$ cat src/rtl/lif_neuron_core.sv
// rtl/lif_neuron_core.sv - single leaky integrate-and-fire neuron with registered spike output
// Optional post-spike dead time is enabled by defining LIF_REFRACTORY_EN.
module lif_neuron_core #(
   parameter int MEMBRANE_THRESHOLD       = 8,
   parameter int MEMBRANE_DECAY           = 1,
   parameter int MEMBRANE_POTENTIAL_WIDTH = 8,
   parameter int REFRACTORY_CYCLES        = 2
) (
   input  logic                                clk,
   input  logic                                reset,
   input  logic [MEMBRANE_POTENTIAL_WIDTH-1:0] synaptic_input,
   output logic                                spike_output
);

   localparam int W = MEMBRANE_POTENTIAL_WIDTH;
   localparam logic [W:0] THRESH_EXT = (W+1)'(MEMBRANE_THRESHOLD);
   localparam logic [W:0] DECAY_EXT  = (W+1)'(MEMBRANE_DECAY);

   logic [W-1:0] membrane_potential;
   logic [W-1:0] leaked;
   logic [W:0]   sum;
   logic         fire;

   // Leak floors at zero; the sum keeps its carry so an all-ones input still fires.
   always_comb begin
      leaked = '0;
      if ({1'b0, membrane_potential} > DECAY_EXT)
         leaked = membrane_potential - DECAY_EXT[W-1:0];
      sum  = {1'b0, leaked} + {1'b0, synaptic_input};
      fire = (sum >= THRESH_EXT);
   end

`ifdef LIF_REFRACTORY_EN
   localparam int RW = (REFRACTORY_CYCLES > 0) ? $clog2(REFRACTORY_CYCLES + 1) : 1;
   localparam logic [RW-1:0] REFR_LOAD = RW'(REFRACTORY_CYCLES);

   logic [RW-1:0] refr_count;

   always_ff @(posedge clk) begin
      if (reset) begin
         membrane_potential <= '0;
         spike_output       <= 1'b0;
         refr_count         <= '0;
      end else if (refr_count != '0) begin
         membrane_potential <= '0;
         spike_output       <= 1'b0;
         refr_count         <= refr_count - 1'b1;
      end else if (fire) begin
         membrane_potential <= '0;
         spike_output       <= 1'b1;
         refr_count         <= REFR_LOAD;
      end else begin
         membrane_potential <= sum[W-1:0];
         spike_output       <= 1'b0;
      end
   end
`else
   // Dead time is absent in this build; a negative setting would still be nonsensical.
   if (REFRACTORY_CYCLES < 0) begin : g_refr_unused
   end

   always_ff @(posedge clk) begin
      if (reset) begin
         membrane_potential <= '0;
         spike_output       <= 1'b0;
      end else if (fire) begin
         membrane_potential <= '0;
         spike_output       <= 1'b1;
      end else begin
         membrane_potential <= sum[W-1:0];
         spike_output       <= 1'b0;
      end
   end
`endif

endmodule

$ cat config.mk
export PLATFORM = sky130hd
export DESIGN_NAME = lif_neuron_core
export DESIGN_NICKNAME = d
export VERILOG_FILES = /design/src/rtl/lif_neuron_core.sv
export SDC_FILE = /design/constraint.sdc
export NUM_CORES = 1
export LEC_CHECK = 0
export CORE_MARGIN = 8
export CORE_UTILIZATION = 46
export DETAILED_ROUTE_END_ITERATION = 8
export PLACE_DENSITY = 0.82
export SLEW_MARGIN = 40
export SYNTH_ARGS = -nofsm -noshare
export SYNTH_HDL_FRONTEND = slang
export SYNTH_SLANG_ARGS = --single-unit
$ cat constraint.sdc
create_clock -name clk -period 3.05 [get_ports clk]
set_input_delay 0.4575 -clock clk [delete_from_list [all_inputs] [get_ports clk]]
set_output_delay 0.4575 -clock clk [all_outputs]
set_load 0.03 [all_outputs]
== Yosys cells after proc, flatten, opt, wreduce, memory -nomap -nowiden ==
Index checks and enable logic that the tools add are counted.

* Flip-flop bits (word level): 9
* Input port bits: 10
* Word-level logic and storage cells: 9

* Add/subtract/negate cells: 2
* Magnitude comparators: 2
* Muxes and demuxes: 2
* Reductions and logical operators: 1

{| class="wikitable"
|+ Operators with widths
! kind !! number
|-
| 8-bit by 8-bit adder with 9-bit output || 1
|-
| 9-bit by 4-bit >= comparator with 1-bit output, second input constant || 1
|-
| 8-bit by 1-bit greater-than comparator with 1-bit output, second input constant || 1
|-
| 8-bit 2-to-1 mux || 1
|-
| 8-bit by 1-bit subtractor with 8-bit output, second input constant || 1
|-
| 2-bit OR reduction || 1
|-
| 1-bit 2-to-1 mux || 1
|}

== Logic depth before layout (Yosys ltp) ==
Gate-level depths: netlist of run 1.

* Depth in word-level cells: 5
* Gate-level depth with buffers: 13

== Worst setup path after synthesis of run 1 ==
No wires, ideal clock.

* Path type: reg-to-reg
* Start: reg membrane_potential[5]
* End: reg spike_output
* Setup time: 0.115 ns
* Data arrival time: 3.161 ns
* Slack: -0.226 ns
* Stages on the path, launching flop included: 12
* Buffers on the path: 0
* Clock period less this slack: 3.276 ns
* Cells stage by stage: dfxtp_1 or4_1 nor4_2 nor2_1 ha_1 inv_1 fa_1 nor2b_1 o21a_1 or4_1 a2111o_1 o21ba_2

* Cells in the longest elaborated chain, start to end: 5
* Elaborated cells on any way between the ends: 6

{| class="wikitable"
|+ RTL lines
! element !! line !! text
|-
| start: declaration || 19 || <nowiki>logic [W-1:0] membrane_potential;</nowiki>
|-
| start signal: assignment || 70 || <nowiki>membrane_potential <= sum[W-1:0];</nowiki>
|-
| 8-bit by 1-bit subtractor with 8-bit output / 8-bit by 1-bit greater-than comparator with 1-bit output (equally long branches) || 28, 27 ||
|-
| 8-bit 2-to-1 mux * || 27 || <nowiki>if ({1'b0, membrane_potential} > DECAY_EXT)</nowiki>
|-
| 8-bit by 8-bit adder with 9-bit output * || 29 || <nowiki>sum = {1'b0, leaked} + {1'b0, synaptic_input};</nowiki>
|-
| 9-bit by 4-bit >= comparator with 1-bit output * || 30 || <nowiki>fire = (sum >= THRESH_EXT);</nowiki>
|-
| 1-bit 2-to-1 mux * || 66 || <nowiki>end else if (fire) begin</nowiki>
|-
| end signal: assignment || 65 || <nowiki>spike_output <= 1'b0;</nowiki>
|-
| end signal: assignment || 68 || <nowiki>spike_output <= 1'b1;</nowiki>
|-
| end signal: assignment || 71 || <nowiki>spike_output <= 1'b0;</nowiki>
|-
| end: declaration || 12 || <nowiki>output logic spike_output</nowiki>
|}

Mark *: on every way between the ends. The rest lies on a longest branch, timed or not.
A chain may end at the register's enable or synchronous reset.

== Worst setup path in the final report of run 1 ==
* Start: reg membrane_potential[5]
* End: reg membrane_potential[1]

* Cells in the longest elaborated chain, start to end: 5
* Elaborated cells on any way between the ends: 6

{| class="wikitable"
|+ RTL lines
! element !! line
|-
| 8-bit by 1-bit subtractor with 8-bit output / 8-bit by 1-bit greater-than comparator with 1-bit output (equally long branches) || 28, 27
|-
| 8-bit 2-to-1 mux * || 27
|-
| 8-bit by 8-bit adder with 9-bit output * || 29
|-
| 9-bit by 4-bit >= comparator with 1-bit output || 30
|-
| 2-bit OR reduction (no source line) || -
|}

Marked as above.

==> impl_metrics.toml, run 1 <==
[status]
status = "finished with violations"
failed_checks = "setup timing"

[finish]
mostFrequentLayoutCells = "buf_4, clkdlybuf4s50_1, nor2_1, ha_1, dfxtp_1"
final_common_cell = "buf_4"
drive_gt1_frac = 0.256
antennaDiodeCount = 0
syn_to_final_growth_pct = 40.9
num-fill-cells = 118
layout.nets = 139

[grt]
grt_max_degree = 7
grt_overflow_total = 0
grt_pass1_vias = 753
grt_use_total = 0.126
antenna_found_initial = 0
grt_pass1_wl_um = 3170

[sta]
maxSlewViolCount = 0
hold_viol_final = 0
period_needed_ns = 3.17
fin_skew_ns = 0.00719
holdWs_ns = 0.873
finalSetupViolations = 4
max_freq_ghz = 0.315
fin_tns_setup_ns = -0.336
finalCritPeriodShare = 1.04
rsz0062_at_grt = "true"
final.setup.worst_slack_ns = -0.120

[floorplan]
die_area_um2 = 3120
initial_core_util = 0.485
fp.dieH_um = 55.9
core_area_um2 = 1510
die_x_um = 55.9
std_cell_rows = 14
io_pins = 11

[pwr]
power_mw = 0.380
ir_worst_vdd_mv = 0.239
pwr-share-comb = 0.429
cellPowerDensity_nw_per_um2 = 369
p_sw_mw = 0.126
internal_power_mw = 0.254
clkPwrFrac = 0.235
seqPwrFrac = 0.336
p_leak_nw = 0.442
netSwitchingFraction = 0.332

[routing]
top_layer = "met4"
dr_wl_met3_um = 135
wl_per_cell_um = 14.3
via_count = 750
drt-initial-drc-count = 21
wl_met2_um = 956
dr.pass1.iters = 5
final_antenna_net_count = 0
drc = 0
routed_wl_um = 1900
viasPerCell = 5.64
wl_met1_um = 744

[worst_setup_path]
cp.required_ns = 3.21
crit_start = "membrane_potential[5]"
slowest_delay_ns = 0.55
cp.arrival_ns = 3.33
crit_chain = "or4_4 > nor4_4 > nor2_1 > ha_2 > inv_2 > fa_2 > nor2b_1 > o21a_1 > or4_1 > a2111o_1 > nor4_2"
reg2reg_from = "membrane_potential[5]"
crit_path_start_kind = "flip-flop"
end_kind = "flip-flop"
crit_slowest_cell = "or4_4"
worstSetupPathType = "reg2reg"
cp_max_fo = 4

[clocking]
ctsRootBufferMaster = "clkbuf_4"
clock_latency_ns = 0.26
cts_max_level = 1
clk_pin_slew_worst_paths_ns = 0.06
cts_tree = "yes"
clockBufferDepth = 2
postCtsHoldBufs = 0
cts_buffers = 3
cts_sinks = 9

[placement]
portBuffers = 10
pre_cts_slack_ns = -0.158
place_hpwl_um = 1440
finalWeightedCongestion = 0.972

[yosys]
synthCells = 84
synth_area_leaders = "dfxtp_1, ha_1, xnor2_1"
ys_warn_count = 0
synthFlopType = "dfxtp_1"
synth-seq-area-share = 0.247
async_flop_share = 0
synth_edf_count = 0
synth.ff_latch_count = 9
synth_top_area_cell = "dfxtp_1"
yosys.cell_types.count = 31
synth_area_um2 = 731
synth.top_cell.area_share = 0.247
avgSynthCellArea_um2 = 8.70

[flow_run]
maxCapViolCount = 0

[worst_hold_path]
min_from = "reset"
hold_class = "in2reg"
-- logic make-up after synthesis --
group | after synthesis | synth area share
and+or+nand+nor | 27 | 0.228
AOI/OAI and AO/OA | 20 | 0.185
adders and majority gates | 11 | 0.199
DFF | 9 | 0.247
xor gates and xnor gates | 8 | 0.0959
buffers and inverters | 8 | 0.0411
other | 1 | 0.00513
-- power by group through the flow --
stage / Sequential [mW] / Combinational, mW / Clock, mW
2_1_floorplan: 0.132 / 0.0947 / 0
6_report: 0.128 / 0.163 / 0.0892
3_3_place_gp: 0.130 / 0.142 / 0
3_5_place_dp: 0.130 / 0.146 / 0
5_1_grt: 0.128 / 0.179 / 0.105
4_1_cts: 0.128 / 0.155 / 0.0927
-- routing by layer --
metal  vias up  track usage
met1       345        0.123
met3        10       0.0365
met2        29        0.220
met5         -            0
met4         0       0.0893
li1        366            -
-- through the flow --
stage	utilization	std cells	cell area (um^2)
floorplan	-	88	763
finish	0.684	133	1030
global route	0.684	133	1030
CTS	0.674	131	1010
global placement	0.641	125	966
detailed placement	0.641	125	966
-- timing repair --
action / CTS / global route
endpoints found under the setup margin: 4 / 4
setup buffers: 2 / 2
endpoints found under the hold margin: 0 / 0
gates resized for setup: 3 / 0
pin swaps: 1 / 3
-- cell usage after synthesis (2+ instances only) --
| library cell | n |
|---|---|
| ha_1 | 10 |
| dfxtp_1 | 9 |
| nor2_1 | 9 |
| inv_1 | 8 |
| a21oi_1 | 5 |
| xnor2_1 | 5 |
| o21ai_0 | 4 |
| xor2_1 | 3 |
| nand2_1 | 2 |
| nand2b_1 | 2 |
| nor3_1 | 2 |
| nor4_1 | 2 |
| nor4_2 | 2 |
| o211ai_1 | 2 |
| o31ai_1 | 2 |
| or4_1 | 2 |
-- cell type report --
| class | instances | area, um^2 | area share |
|---|---|---|---|
| clock buffers | 4 | 26.3 | 0.0255 |
| inverters | 8 | 30.0 | 0.0292 |
| multi-input cells | 71 | 559 | 0.543 |
| flip-flops and latches | 9 | 181 | 0.176 |
| well taps | 16 | 20.0 | 0.0194 |
| repair buffers | 25 | 213 | 0.207 |
-- registers in the layout, summed over array words and instances, names as in the netlist --
| signal | flops |
|---|---|
| spike_output | 1 |
| membrane_potential | 8 |
-- path summary, 6_finish.rpt --
| check | depth (start not counted) | slack, ns | end |
|---|---|---|---|
| worst max-delay path | 11 | -0.12 | membrane_potential[1] |
| worst min-delay path | 2 | 0.87 | membrane_potential[0] |
| worst max register to register | 11 | -0.12 | membrane_potential[1] |
| worst min register to register | 3 | 0.92 | membrane_potential[0] |
-- worst max-delay path: cells and delay by family, from the launching register on --
kind / cells / cell delay, ns
flip-flops: 1 / 0.32
AO/OA/AOI/OAI: 2 / 0.65
buffers and inverters: 1 / 0.05
AND/OR/NAND/NOR: 6 / 1.67
adder cells (fa/ha/maj): 2 / 0.37
No activity file was read; power rests on OpenSTA's default activity.
==> run 2: changes to the inputs <==
--- a/config.mk
+++ b/config.mk
@@ -5,6 +5,7 @@
 export SDC_FILE = /design/constraint.sdc
 export NUM_CORES = 1
 export LEC_CHECK = 0
+export CAP_MARGIN = 20
 export CORE_MARGIN = 8
 export CORE_UTILIZATION = 46
 export DETAILED_ROUTE_END_ITERATION = 8
==> results of run 2 <==
Same layout as run 1: the final DEF is identical, and so are final timing and power.
==> run 3: changes to the inputs <==
==> constraint.sdc (replaced) <==
create_clock -name clk -period 3.05 [get_ports clk]
set_input_delay 0.4575 -clock clk [delete_from_list [all_inputs] [get_ports clk]]
set_output_delay 0.4575 -clock clk [all_outputs]
set_load 0.005 [all_outputs]
==> results of run 3 <==
Same layout as run 1 (identical final DEF). Status: finished with violations: setup timing.
Among the figures that moved: total power 0.380 mW -> 0.378 mW
